$ cat config.mk
export PLATFORM = sky130hd
export DESIGN_NAME = player2_src_ctrl
export DESIGN_NICKNAME = d
export VERILOG_FILES = /design/src/rtl/player2_src_ctrl.sv
export SDC_FILE = /design/constraint.sdc
export NUM_CORES = 1
export LEC_CHECK = 0
export BUFFER_PORTS_ARGS = -buffer_cell sky130_fd_sc_hd__buf_2
export CORE_MARGIN = 5
export CORE_UTILIZATION = 30
export CTS_BUF_LIST = sky130_fd_sc_hd__clkbuf_4 sky130_fd_sc_hd__clkbuf_8
export CTS_CLUSTER_DIAMETER = 100
export DETAILED_ROUTE_END_ITERATION = 10
export GPL_TIMING_DRIVEN = 0
export SYNTH_ARGS = -nofsm -noshare
export SYNTH_HDL_FRONTEND = slang
export SYNTH_SLANG_ARGS = --single-unit
$ cat constraint.sdc
create_clock -name clk -period 2.6 [get_ports clk]
set_input_delay 0.39 -clock clk [delete_from_list [all_inputs] [get_ports clk]]
set_output_delay 0.39 -clock clk [all_outputs]
set_load 0.005 [all_outputs]
$ cat src/rtl/player2_src_ctrl.sv
// Player-2 source controller.
// Decides whether the player-2 ball/paddle sources come from the UART link
// or from local logic. A debounced board switch requests remote play, and
// link health is judged one video frame at a time. The mux select only moves
// on a frame boundary, so the source never switches in the middle of a frame.
module player2_src_ctrl #(
    parameter int DEBOUNCE_CYCLES = 650000,
    parameter int ARM_FRAMES      = 4,
    parameter int TIMEOUT_FRAMES  = 8
) (
    input  logic       clk,
    input  logic       rst,
    input  logic       sw_raw,
    input  logic       frame_start,
    input  logic       uart_pkt_valid,
    input  logic       uart_pkt_err,
    output logic       sel_uart,
    output logic       link_ok,
    output logic [1:0] state,
    output logic [7:0] err_cnt
);

    localparam int DB_W   = $clog2(DEBOUNCE_CYCLES + 1);
    localparam int GOOD_W = $clog2(ARM_FRAMES + 1);
    localparam int MISS_W = $clog2(TIMEOUT_FRAMES + 1);

    // Terminal values: reaching these on the current event completes the run.
    localparam logic [DB_W-1:0]   DB_LAST   = DB_W'(DEBOUNCE_CYCLES - 1);
    localparam logic [GOOD_W-1:0] GOOD_LAST = GOOD_W'(ARM_FRAMES - 1);
    localparam logic [MISS_W-1:0] MISS_LAST = MISS_W'(TIMEOUT_FRAMES - 1);

    typedef enum logic [1:0] {
        ST_LOCAL  = 2'b00,
        ST_ARM    = 2'b01,
        ST_REMOTE = 2'b10,
        ST_HOLD   = 2'b11
    } state_t;

    // Switch synchronizer and debouncer
    logic            sync1_reg;
    logic            sync2_reg;
    logic            sw_db_reg;
    logic [DB_W-1:0] db_cnt_reg;

    // Per-frame link observations
    logic pkt_seen_reg;
    logic err_seen_reg;
    logic frame_clean;
    logic frame_missed;

    // Control state
    state_t            state_reg;
    logic [GOOD_W-1:0] good_cnt_reg;
    logic [MISS_W-1:0] miss_cnt_reg;
    logic              leave_pend_reg;
    logic              sel_uart_reg;
    logic              link_ok_reg;
    logic [7:0]        err_cnt_reg;

    // A switch-off is acted on at the frame boundary whether it arrived
    // earlier in the frame or on the boundary cycle itself.
    logic leave_now;

    assign frame_clean  = pkt_seen_reg & ~err_seen_reg;
    assign frame_missed = ~pkt_seen_reg;
    assign leave_now    = leave_pend_reg | ~sw_db_reg;

    assign sel_uart = sel_uart_reg;
    assign link_ok  = link_ok_reg;
    assign state    = state_reg;
    assign err_cnt  = err_cnt_reg;

    // Two-flop synchronizer bringing the board switch into the clk domain.
    always_ff @(posedge clk) begin
        if (rst) begin
            sync1_reg <= 1'b0;
            sync2_reg <= 1'b0;
        end else begin
            sync1_reg <= sw_raw;
            sync2_reg <= sync1_reg;
        end
    end

    // Debounce: flip sw_db only after an unbroken run of mismatching samples;
    // any matching sample restarts the run from zero.
    always_ff @(posedge clk) begin
        if (rst) begin
            sw_db_reg  <= 1'b0;
            db_cnt_reg <= '0;
        end else if (sync2_reg != sw_db_reg) begin
            if (db_cnt_reg == DB_LAST) begin
                sw_db_reg  <= sync2_reg;
                db_cnt_reg <= '0;
            end else begin
                db_cnt_reg <= db_cnt_reg + 1'b1;
            end
        end else begin
            db_cnt_reg <= '0;
        end
    end

    // Frame flags: accumulate pulses during a frame; on frame_start the old
    // contents are consumed by the FSM and the flags restart from any pulse
    // coincident with that frame_start, which belongs to the new frame.
    always_ff @(posedge clk) begin
        if (rst) begin
            pkt_seen_reg <= 1'b0;
            err_seen_reg <= 1'b0;
        end else if (frame_start) begin
            pkt_seen_reg <= uart_pkt_valid;
            err_seen_reg <= uart_pkt_err;
        end else begin
            pkt_seen_reg <= pkt_seen_reg | uart_pkt_valid;
            err_seen_reg <= err_seen_reg | uart_pkt_err;
        end
    end

    // Saturating error counter, independent of the control state.
    always_ff @(posedge clk) begin
        if (rst) begin
            err_cnt_reg <= 8'd0;
        end else if (uart_pkt_err && (err_cnt_reg != 8'hFF)) begin
            err_cnt_reg <= err_cnt_reg + 8'd1;
        end
    end

    // Source-selection FSM with registered mux select and link status.
    always_ff @(posedge clk) begin
        if (rst) begin
            state_reg      <= ST_LOCAL;
            good_cnt_reg   <= '0;
            miss_cnt_reg   <= '0;
            leave_pend_reg <= 1'b0;
            sel_uart_reg   <= 1'b0;
            link_ok_reg    <= 1'b0;
        end else begin
            case (state_reg)
                ST_LOCAL: begin
                    sel_uart_reg <= 1'b0;
                    link_ok_reg  <= 1'b0;
                    if (sw_db_reg) begin
                        state_reg    <= ST_ARM;
                        good_cnt_reg <= '0;
                    end
                end

                ST_ARM: begin
                    sel_uart_reg <= 1'b0;
                    link_ok_reg  <= 1'b0;
                    if (!sw_db_reg) begin
                        // Not yet driving from UART, so back out right away.
                        state_reg <= ST_LOCAL;
                    end else if (frame_start) begin
                        if (frame_clean) begin
                            if (good_cnt_reg == GOOD_LAST) begin
                                state_reg      <= ST_REMOTE;
                                good_cnt_reg   <= '0;
                                miss_cnt_reg   <= '0;
                                leave_pend_reg <= 1'b0;
                                sel_uart_reg   <= 1'b1;
                                link_ok_reg    <= 1'b1;
                            end else begin
                                good_cnt_reg <= good_cnt_reg + 1'b1;
                            end
                        end else begin
                            good_cnt_reg <= '0;
                        end
                    end
                end

                ST_REMOTE: begin
                    if (!sw_db_reg) begin
                        leave_pend_reg <= 1'b1;
                    end
                    if (frame_start) begin
                        if (leave_now) begin
                            // Switch-off wins over a simultaneous timeout.
                            state_reg      <= ST_LOCAL;
                            leave_pend_reg <= 1'b0;
                            miss_cnt_reg   <= '0;
                            sel_uart_reg   <= 1'b0;
                            link_ok_reg    <= 1'b0;
                        end else if (frame_missed) begin
                            if (miss_cnt_reg == MISS_LAST) begin
                                state_reg    <= ST_HOLD;
                                miss_cnt_reg <= '0;
                                sel_uart_reg <= 1'b0;
                                link_ok_reg  <= 1'b0;
                            end else begin
                                miss_cnt_reg <= miss_cnt_reg + 1'b1;
                            end
                        end else begin
                            miss_cnt_reg <= '0;
                        end
                    end
                end

                ST_HOLD: begin
                    sel_uart_reg <= 1'b0;
                    link_ok_reg  <= 1'b0;
                    if (!sw_db_reg) begin
                        state_reg <= ST_LOCAL;
                    end else if (uart_pkt_valid) begin
                        state_reg    <= ST_ARM;
                        good_cnt_reg <= '0;
                    end
                end

                default: begin
                    state_reg    <= ST_LOCAL;
                    sel_uart_reg <= 1'b0;
                    link_ok_reg  <= 1'b0;
                end
            endcase
        end
    end

endmodule

==> results.sh, run 1 <==
export IMPL_crit_fanout=7
export IMPL_crit_chain="ha_1 > nand3_1 > or4_1 > buf_2 > or4_4 > a21oi_2"
export IMPL_p_per_area_nw_per_um2=515.9
export IMPL_crit_path_end_kind="register"
export IMPL_finalWeightedCongestion=0.7613
export IMPL_post_dp_cell_area_sq_um=2213
export IMPL_fin_tns_setup_ns=0
export IMPL_track_usage=0.1040
export IMPL_fp_coreArea_sq_um=6719
export IMPL_critPathKind="register to register"
export IMPL_postLayoutCellArea_sq_um=2311
export IMPL_finalHoldViolCount=0
export IMPL_setup_viol=0
export IMPL_clockBufferDepth=2
export IMPL_grt_max_degree=13
export IMPL_yosysTopAreaCell="dfxtp_1"
export IMPL_critPathMaxStageDelay_ns=0.52
export IMPL_clk_pin_slew_ns=0.08
export IMPL_netlist_instances=234
export IMPL_total_power_mw=1.192
export IMPL_cp_arrival_ns=2.37
export IMPL_drt_iter0_drc=52
export IMPL_ant_nets=0
export IMPL_hold_slack_ns=0.3047
export IMPL_num_vias=1666
export IMPL_dpl_cell_count=329
export IMPL_first_pass_iters=4
export IMPL_wl_met3_microns=126
export IMPL_ys_top_cells_by_area="dfxtp_1 43%, nor2_1 5.5%, a21oi_1 3.9%"
export IMPL_finalCriticalPeriod_ns=2.141
export IMPL_n_fill_cell=704
export IMPL_die_w_microns=92.43
export IMPL_cts_sinks=44
export IMPL_die_h_microns=92.43
export IMPL_ctsHoldBuffers=0
export IMPL_drive_gt1_frac=0.1440
export IMPL_syn_area_sq_um=2038
export IMPL_antenna_found_initial=0
export IMPL_wl_met2_mm=1.836
export IMPL_p_comb_frac=0.031
export IMPL_insertion_delay_ns=0.29
export IMPL_start_util=0.3034
export IMPL_nets=266
export IMPL_instances_no_fill=337
export IMPL_worst_slew_pin_slew_ns=0.8553
export IMPL_cts_tree="yes"
export IMPL_cts_buffers=5
export IMPL_maxSlewViolCount=0
export IMPL_cts_root_buffer="clkbuf_8"
export IMPL_cts_resized=0
export IMPL_vias_per_cell=4.944
export IMPL_met1_length_mm=2.087
export IMPL_area_growth_pct=13.38
export IMPL_grt_pass1_vias=1638
export IMPL_internal_power_mw=0.9321
export IMPL_swShare=0.2181
export IMPL_synth_edff_count=0
export IMPL_grt_pass1_wl_mm=7.320
export IMPL_synth_async_sr_flop_share=0
export IMPL_io_pins=18
export IMPL_overflow=0
export IMPL_status="complete, no violations"
export IMPL_power_leakage_nw=0.7876
export IMPL_largest_reg_flops=20
export IMPL_synth_distinct_cells=42
export IMPL_clock_power_share=0.393
export IMPL_fin_skew_ns=0.006414
export IMPL_hp_class="input port to register"
export IMPL_yosys_most_used_dff="dfxtp_1"
export IMPL_period_share=0.8234
export IMPL_drv_cap=0
export IMPL_crit_slowest_cell="or4_4"
export IMPL_routed_top_layer="met4"
export IMPL_synth_top_area_frac=0.4322
export IMPL_io_buffers=15
export IMPL_critPathLaunchType="register"
export IMPL_diodes=0
export IMPL_crit_required_ns=2.83
export IMPL_post_drt_wl_per_cell_microns=12.17
export IMPL_drcViolationCount=0
export IMPL_avgSynthCellArea_sq_um=8.710
export IMPL_power_switching_mw=0.2600
export IMPL_synthesis_nets=244
export IMPL_fmax_mhz=467.1
export IMPL_synth_seq_cells=44
export IMPL_num_rows=30
export IMPL_share_seq_of_total_power=0.576
export IMPL_postCtsSetupRepairBufs=0
export IMPL_rsz0062_at_grt="no"
export IMPL_dp_hpwl_mm=2.896
export IMPL_ys_warn_count=0
export IMPL_relSlewSlack=0.4249
export IMPL_ys_seq_area_frac=0.4322
export IMPL_dieArea_sq_um=8542
export IMPL_wl_mm=4.100
export IMPL_max_vdd_ir_drop_mv=0.2905
export IMPL_htreeDepth=2
==> synth_stat cells, types with 2 or more instances <==
| master | count |
|---|---|
| o21ai_0 | 9 |
| nand4b_1 | 3 |
| mux2i_1 | 4 |
| clkbuf_1 | 6 |
| nand2_1 | 14 |
| inv_1 | 9 |
| nand4bb_1 | 2 |
| xor2_1 | 5 |
| nand4_1 | 5 |
| a21oi_2 | 2 |
| or4_4 | 2 |
| ha_1 | 4 |
| dfxtp_1 | 44 |
| nand2b_1 | 3 |
| or4_1 | 4 |
| nor2b_1 | 6 |
| o31ai_1 | 5 |
| nor2_1 | 30 |
| nor4b_1 | 2 |
| a211oi_1 | 2 |
| and4b_1 | 2 |
| or3_1 | 3 |
| nor3_1 | 11 |
| nand3_1 | 12 |
| xnor2_1 | 9 |
| nor3b_1 | 4 |
| buf_2 | 2 |
| a21oi_1 | 16 |
==> worst paths after layout <==
path,start,endpoint,slack [ns],cells after the start
max reg2reg,db_cnt_reg[0],db_cnt_reg[18],0.46,6
min,sw_raw,sync1_reg,0.30,2
min reg2reg,sync1_reg,sync2_reg,0.46,1
max,db_cnt_reg[0],db_cnt_reg[18],0.46,6
==> per-stage QoR <==
stage               worst slack, ns    util
CTS                          0.4358  0.3439
floorplan                    0.5873       -
finish                       0.4590  0.3439
global placement             0.4631  0.3294
global route                 0.3406  0.3439
detailed placement           0.4573  0.3294
==> logic make-up after synthesis <==
group                    Yosys count  synth area share
buffers and inverters             18           0.03622
adder cells (fa/ha/maj)            4           0.02456
flip-flops                        44            0.4322
AO/OA/AOI/OAI                     39            0.1160
multiplexers                       5           0.02517
AND/OR/NAND/NOR                  110            0.3057
XOR/XNOR                          14           0.06016
==> final cells by class <==
class,instances,area [sq um],area share
clock buffer,8,97.59,0.04223
sequential,44,880.8,0.3812
tap,80,100.1,0.04331
buffer,9,40.04,0.01733
inverter,9,33.78,0.01462
timing repair buffer,15,75.07,0.03249
multi-input combinational,172,1084,0.4689
==> routing by layer <==
metal | vias up | track usage
met2 | 15 | 0.1656
met1 | 776 | 0.1305
met5 | - | 0
met3 | 4 | 0.03331
li1 | 871 | -
met4 | 0 | 0.03960
==> power by group through the flow <==
stage / combinational, mW / sequential, mW / clock (mW)
2_1_floorplan: 0.0229 / 0.702 / 0
3_3_place_gp: 0.0363 / 0.703 / 0
3_5_place_dp: 0.0371 / 0.703 / 0
4_1_cts: 0.0375 / 0.687 / 0.483
5_1_grt: 0.0420 / 0.689 / 0.514
6_report: 0.0366 / 0.687 / 0.468
==> layout by cell type, fill, tap and decap left out, types with 9 or more instances in the layout <==
cell type	count
nor3_1	11
a21oi_1	16
xnor2_1	9
nor2_1	30
buf_2	17
nand3_1	12
o21ai_0	9
dfxtp_1	44
inv_1	9
nand2_1	14
==> worst max-delay path: cells and delay by family (launching register included) <==
| kind | cells | cell delay, ns |
|---|---|---|
| AOI/OAI and AO/OA | 1 | 0.14 |
| adders and majority gates | 1 | 0.21 |
| buffers and inverters | 1 | 0.18 |
| DFF | 1 | 0.39 |
| and+or+nand+nor | 3 | 1.16 |
No activity file was read; power rests on OpenSTA's default activity.
==> inputs of run 2 (changes only) <==
clock period = 1.9 ns   (was 2.6 ns; I/O delays follow)
==> run 2 against run 1 <==
  * Final area increased by 4.4%
  * Critical path type unchanged
  * Largest power group unchanged
  * Non-clock buffer count rose by 4
  * Cell count up 0.89%
  * Via count increased by 2.8%
  * Flip-flop and latch count unchanged
  * Sequential share of layout area decreased by 0.88 points
  * First-iteration DRC count up 17%
  * Routed wire length grew 2.7%
  * Register-to-register slack got worse by 0.42 ns
  * Clock skew decreased by 0.0034 ns
  * Critical path depth stayed put
==> results.sh, run 2 (synthesis results as in run 1) <==
export IMPL_crit_buf_inv=2
export IMPL_share_seq_of_total_power=0.603
export IMPL_grt_pass1_wl_mm=7.196
export IMPL_cts_root_buffer="clkbuf_8"
export IMPL_rr_worst_depth=6
export IMPL_internal_power_mw=1.197
export IMPL_hp_class="input port to register"
export IMPL_num_vias=1713
export IMPL_overflow=0
export IMPL_dp_worst_setup_slack_ns=-0.1274
export IMPL_drt_iter0_drc=61
export IMPL_worst_slack_ns=0.03419
export IMPL_finalWeightedCongestion=0.7715
export IMPL_p_per_area_nw_per_um2=643.8
export IMPL_clockBufferDepth=2
export IMPL_p_comb_frac=0.034
export IMPL_htreeDepth=2
export IMPL_die_h_microns=92.43
export IMPL_crit_path_end_kind="register"
export IMPL_clk_pin_slew_ns=0.08
export IMPL_ant_nets=0
export IMPL_worst_slew_pin_slew_ns=0.5238
export IMPL_reg2reg_slack_ns=0.03
export IMPL_critPathMaxStageDelay_ns=0.47
export IMPL_critPathKind="register to register"
export IMPL_crit_required_ns=2.14
export IMPL_grt_pass1_vias=1591
export IMPL_fin_skew_ns=0.003018
export IMPL_whs_path_depth=2
export IMPL_power_switching_mw=0.3558
export IMPL_critPathLaunchType="register"
export IMPL_final_cell_mix="36 x dfxtp_1, 30 x nor2_1, 16 x a21oi_1"
export IMPL_period_share=0.9820
export IMPL_drcViolationCount=0
export IMPL_finalCriticalPeriod_ns=1.866
export IMPL_relSlewSlack=0.6487
export IMPL_start_util=0.3034
export IMPL_cp_common_cell="or4_4"
export IMPL_first_pass_iters=4
export IMPL_fin_tns_setup_ns=0
export IMPL_dp_hpwl_mm=2.988
export IMPL_cp_depth=6
export IMPL_drive_gt1_frac=0.2154
export IMPL_num_rows=30
export IMPL_antenna_found_initial=0
export IMPL_vias_per_cell=5.038
export IMPL_cts_buffers=5
export IMPL_io_pins=18
export IMPL_final_util=0.3590
export IMPL_diodes=0
export IMPL_power_leakage_nw=0.8211
export IMPL_fp_coreArea_sq_um=6719
export IMPL_cp_arrival_ns=2.10
export IMPL_largest_reg_flops=20
export IMPL_crit_fanout=7
export IMPL_grt_max_degree=14
export IMPL_crit_slowest_cell="or4_4"
export IMPL_die_w_microns=92.43
export IMPL_crit_path_end="db_cnt_reg[19]"
export IMPL_rsz0062_at_grt="yes"
export IMPL_setup_viol=0
export IMPL_maxSlewViolCount=0
export IMPL_io_buffers=15
export IMPL_post_drt_wl_per_cell_microns=12.38
export IMPL_crit_family="simple AND/OR/NAND/NOR gates"
export IMPL_max_vdd_ir_drop_mv=0.3619
export IMPL_mostFrequentLayoutCell="dfxtp_1"
export IMPL_nets=270
export IMPL_cts_sinks=44
export IMPL_fmax_mhz=536.0
export IMPL_finalHoldViolCount=0
export IMPL_clock_power_share=0.363
export IMPL_dieArea_sq_um=8542
export IMPL_insertion_delay_ns=0.29
export IMPL_area_growth_pct=18.35
export IMPL_r2r_start="db_cnt_reg[1]"
export IMPL_startpoint="db_cnt_reg[1]"
export IMPL_cts_tree="yes"
export IMPL_status="complete, no violations"
export IMPL_crit_chain="buf_4 > nand4_4 > or4_4 > buf_6 > or4_4 > a21oi_2"
export IMPL_swShare=0.2291
export IMPL_wl_mm=4.209
export IMPL_drv_cap=0
export IMPL_total_power_mw=1.553
export IMPL_rr_endpoint="db_cnt_reg[19]"
export IMPL_track_usage=0.1030
## run 2: cell count changes in the layout (fill, tap and decap cells not counted), moves of 3 or more
cell,before,now
dfxtp_2,0,5
dfxtp_1,44,36
dfxtp_4,0,3
buf_4,1,6
## run 2: metrics by stage
stage               hold WS, ns  cell area [sq um]  cells
global route             0.2182               2412    340
global placement         0.4358               2240    329
detailed placement       0.4327               2240    329
CTS                      0.2056               2394    340
floorplan                0.4024               2064    234
finish                   0.2050               2412    340
## run 2: repair_timing
action,in CTS,in global routing
buffers inserted,5,0
pin swaps,6,3
hold buffers,0,0
hold endpoints to repair,0,0
resized for setup,15,5
endpoints found under the setup margin,6,13
## run 2: power by group through the flow
stage	Combinational, mW	Sequential, mW	Clock, mW
floorplan	0.0314	0.962	0
global placement	0.0502	0.962	0
detailed placement	0.0506	0.963	0
CTS	0.0536	0.937	0.599
global route	0.0603	0.939	0.632
finish	0.0528	0.937	0.564
## run 2: how the worst min path moves through the flow
| stage | from | end | slack, ns |
|---|---|---|---|
| final | sw_raw | sync1_reg | 0.20 |
| after global routing | sw_raw | sync1_reg | 0.22 |
| after CTS | sw_raw | sync1_reg | 0.21 |
| after detailed placement | sync1_reg | sync2_reg | 0.43 |
| after global placement | sync1_reg | sync2_reg | 0.44 |
| after floorplan | uart_pkt_err | err_seen_reg | 0.40 |
## run 2: layout make-up
| cell class | count | area (sq um) |
|---|---|---|
| inverter | 9 | 33.78 |
| buffer | 8 | 43.79 |
| clock buffer | 5 | 68.82 |
| multi-input combinational | 172 | 1142 |
| timing repair buffer | 20 | 112.6 |
| sequential | 44 | 898.4 |
| fill | 702 | 4307 |
| tap | 80 | 100.1 |
| clock inverter | 2 | 12.51 |
## run 2: metal layers
metal / vias to the layer above / part of all wire / global-route usage
li1: 886 / - / -
met1: 807 / 0.48 / 0.1241
met2: 15 / 0.48 / 0.1728
met3: 5 / 0.029 / 0.03087
met4: 0 / 0.013 / 0.03713
met5: - / 0 / 0
==> inputs of run 3 (changes only) <==
--- a/config.mk
+++ b/config.mk
@@ -8,9 +8,10 @@
 export BUFFER_PORTS_ARGS = -buffer_cell sky130_fd_sc_hd__buf_2
 export CORE_MARGIN = 5
-export CORE_UTILIZATION = 30
+export CORE_UTILIZATION = 55
 export CTS_BUF_LIST = sky130_fd_sc_hd__clkbuf_4 sky130_fd_sc_hd__clkbuf_8
 export CTS_CLUSTER_DIAMETER = 100
 export DETAILED_ROUTE_END_ITERATION = 10
 export GPL_TIMING_DRIVEN = 0
+export PLACE_DENSITY = 0.78
 export SYNTH_ARGS = -nofsm -noshare
 export SYNTH_HDL_FRONTEND = slang
==> constraint.sdc (replaced) <==
create_clock -name clk -period 1.9 [get_ports clk]
set_input_delay 0.095 -clock clk [delete_from_list [all_inputs] [get_ports clk]]
set_output_delay 0.095 -clock clk [all_outputs]
set_load 0.005 [all_outputs]
==> run 3 against run 2 <==
  * The run now ends with setup timing left
  * Sequential share of layout area increased by 0.18 points
  * Via count increased by 0.82%
  * Non-clock buffer count increased by 3
  * Critical path type unchanged
  * Critical endpoint is now db_cnt_reg[16]
  * Highest routed layer unchanged
==> results.sh, run 3 (synthesis results as in run 1) <==
export IMPL_status="finished with violations"
export IMPL_violations="setup timing"
export IMPL_cts_tree="yes"
export IMPL_num_vias=1727
export IMPL_overflow=0
export IMPL_period_share=1.002
export IMPL_critPathLaunchType="register"
export IMPL_fin_tns_setup_ns=-0.004160
export IMPL_crit_required_ns=2.12
export IMPL_crit_family="simple AND/OR/NAND/NOR gates"
export IMPL_dp_hpwl_mm=2.669
export IMPL_cts_root_buffer="clkbuf_8"
export IMPL_drv_cap=0
export IMPL_finalCriticalPeriod_ns=1.904
export IMPL_cts_buffers=5
export IMPL_crit_fanout=7
export IMPL_fmax_mhz=525.2
export IMPL_die_h_microns=70.88
export IMPL_rr_worst_depth=5
export IMPL_worst_slack_ns=-0.004160
export IMPL_cp_depth=5
export IMPL_nets=273
export IMPL_clk_pin_slew_ns=0.08
export IMPL_reg2reg_slack_ns=-0.004
export IMPL_clockBufferDepth=2
export IMPL_finalHoldViolCount=0
export IMPL_insertion_delay_ns=0.29
export IMPL_ctsHoldBuffers=0
export IMPL_first_pass_iters=5
export IMPL_diodes=0
export IMPL_mostFrequentLayoutCell="dfxtp_1"
export IMPL_post_drt_wl_per_cell_microns=13.11
export IMPL_rsz0062_at_grt="yes"
export IMPL_crit_slowest_cell="or4_4"
export IMPL_ant_nets=0
export IMPL_grt_max_degree=13
export IMPL_htreeDepth=2
export IMPL_vias_per_cell=5.535
export IMPL_io_pins=18
export IMPL_crit_path_end_kind="register"
export IMPL_cts_sinks=44
export IMPL_maxSlewViolCount=0
export IMPL_dieArea_sq_um=5023
export IMPL_drt_iter0_drc=94
export IMPL_cp_arrival_ns=2.13
export IMPL_grt_pass1_vias=1523
export IMPL_num_rows=22
export IMPL_largest_reg_flops=20
export IMPL_area_growth_pct=18.60
export IMPL_max_vdd_ir_drop_mv=0.4672
export IMPL_finalWeightedCongestion=0.8355
export IMPL_p_per_area_nw_per_um2=666.9
export IMPL_hp_class="input port to register"
export IMPL_fin_skew_ns=0.004047
export IMPL_final_cell_mix="35 x dfxtp_1, 30 x nor2_1, 16 x a21oi_1"
export IMPL_antenna_found_initial=0
export IMPL_fp_coreArea_sq_um=3633
export IMPL_whs_path_depth=2
export IMPL_start_util=0.5610
export IMPL_io_buffers=15
export IMPL_drive_gt1_frac=0.2235
export IMPL_relSlewSlack=0.6358
export IMPL_hold_slack_ns=0.008338
export IMPL_drcViolationCount=0
export IMPL_crit_buf_inv=0
export IMPL_total_power_mw=1.612
export IMPL_critPathMaxStageDelay_ns=0.58
export IMPL_worst_slew_pin_slew_ns=0.5431
export IMPL_die_w_microns=70.88
export IMPL_grt_pass1_wl_mm=6.589
export IMPL_track_usage=0.1590
export IMPL_setup_viol=1
export IMPL_wl_mm=4.090
export IMPL_critPathKind="register to register"
export IMPL_power_leakage_nw=0.8446
export IMPL_crit_chain="ha_4 > nand3_4 > or4_4 > or4_1 > a21oi_1"
[run 3: layer usage]
metal / global-route usage / wire, microns
met5: 0 / 0
met4: 0.05010 / 56
met3: 0.03977 / 202
met2: 0.2482 / 1800
met1: 0.2162 / 2030
[run 3: area by class of cell]
type,count,area [sq um]
Tap cell,48,60.06
Buffer,8,43.79
Multi-Input combinational cell,172,1142
Timing Repair Buffer,23,135.1
Sequential cell,44,904.6
Clock buffer,8,97.59
Inverter,9,33.78
Fill cell,310,1216
[run 3: timing repair]
action                                  in CTS  in global routing
gates resized for setup                      8                 16
buffers inserted                             0                  8
pin swaps                                    2                  6
endpoints found under the setup margin       6                 21
[run 3: final timing paths]
check / startpoint / endpoint
worst max-delay path: db_cnt_reg[0] / db_cnt_reg[16]
worst min register to register: sync1_reg / sync2_reg
worst min-delay path: sw_raw / sync1_reg
worst max register to register: db_cnt_reg[0] / db_cnt_reg[16]
[run 3: report_power, final]
group          internal [mW]  leakage [nW]  switching (mW)  total [mW]
clock                  0.325        0.0523           0.302       0.627
combinational         0.0200         0.430          0.0307      0.0508
sequential             0.924         0.362         0.00984       0.934
total                   1.27         0.845           0.342        1.61
[run 3: worst reg2reg max path: cells and delay by family (launching register included)]
family	cells	cell delay [ns]
AOI/OAI and AO/OA	1	0.13
adders and majority gates	1	0.15
DFF	1	0.39
and+or+nand+nor	3	1.17
[run 3: through the flow]
stage | cells | utilization | instance area, sq um | setup WS, ns
finish | 312 | 0.6653 | 2417 | -0.004160
detailed placement | 297 | 0.6054 | 2200 | -0.09080
global route | 312 | 0.6653 | 2417 | -0.07340
floorplan | 234 | - | 2064 | 0.01445
CTS | 304 | 0.6343 | 2305 | -0.03341
global placement | 297 | 0.6054 | 2200 | -0.07938
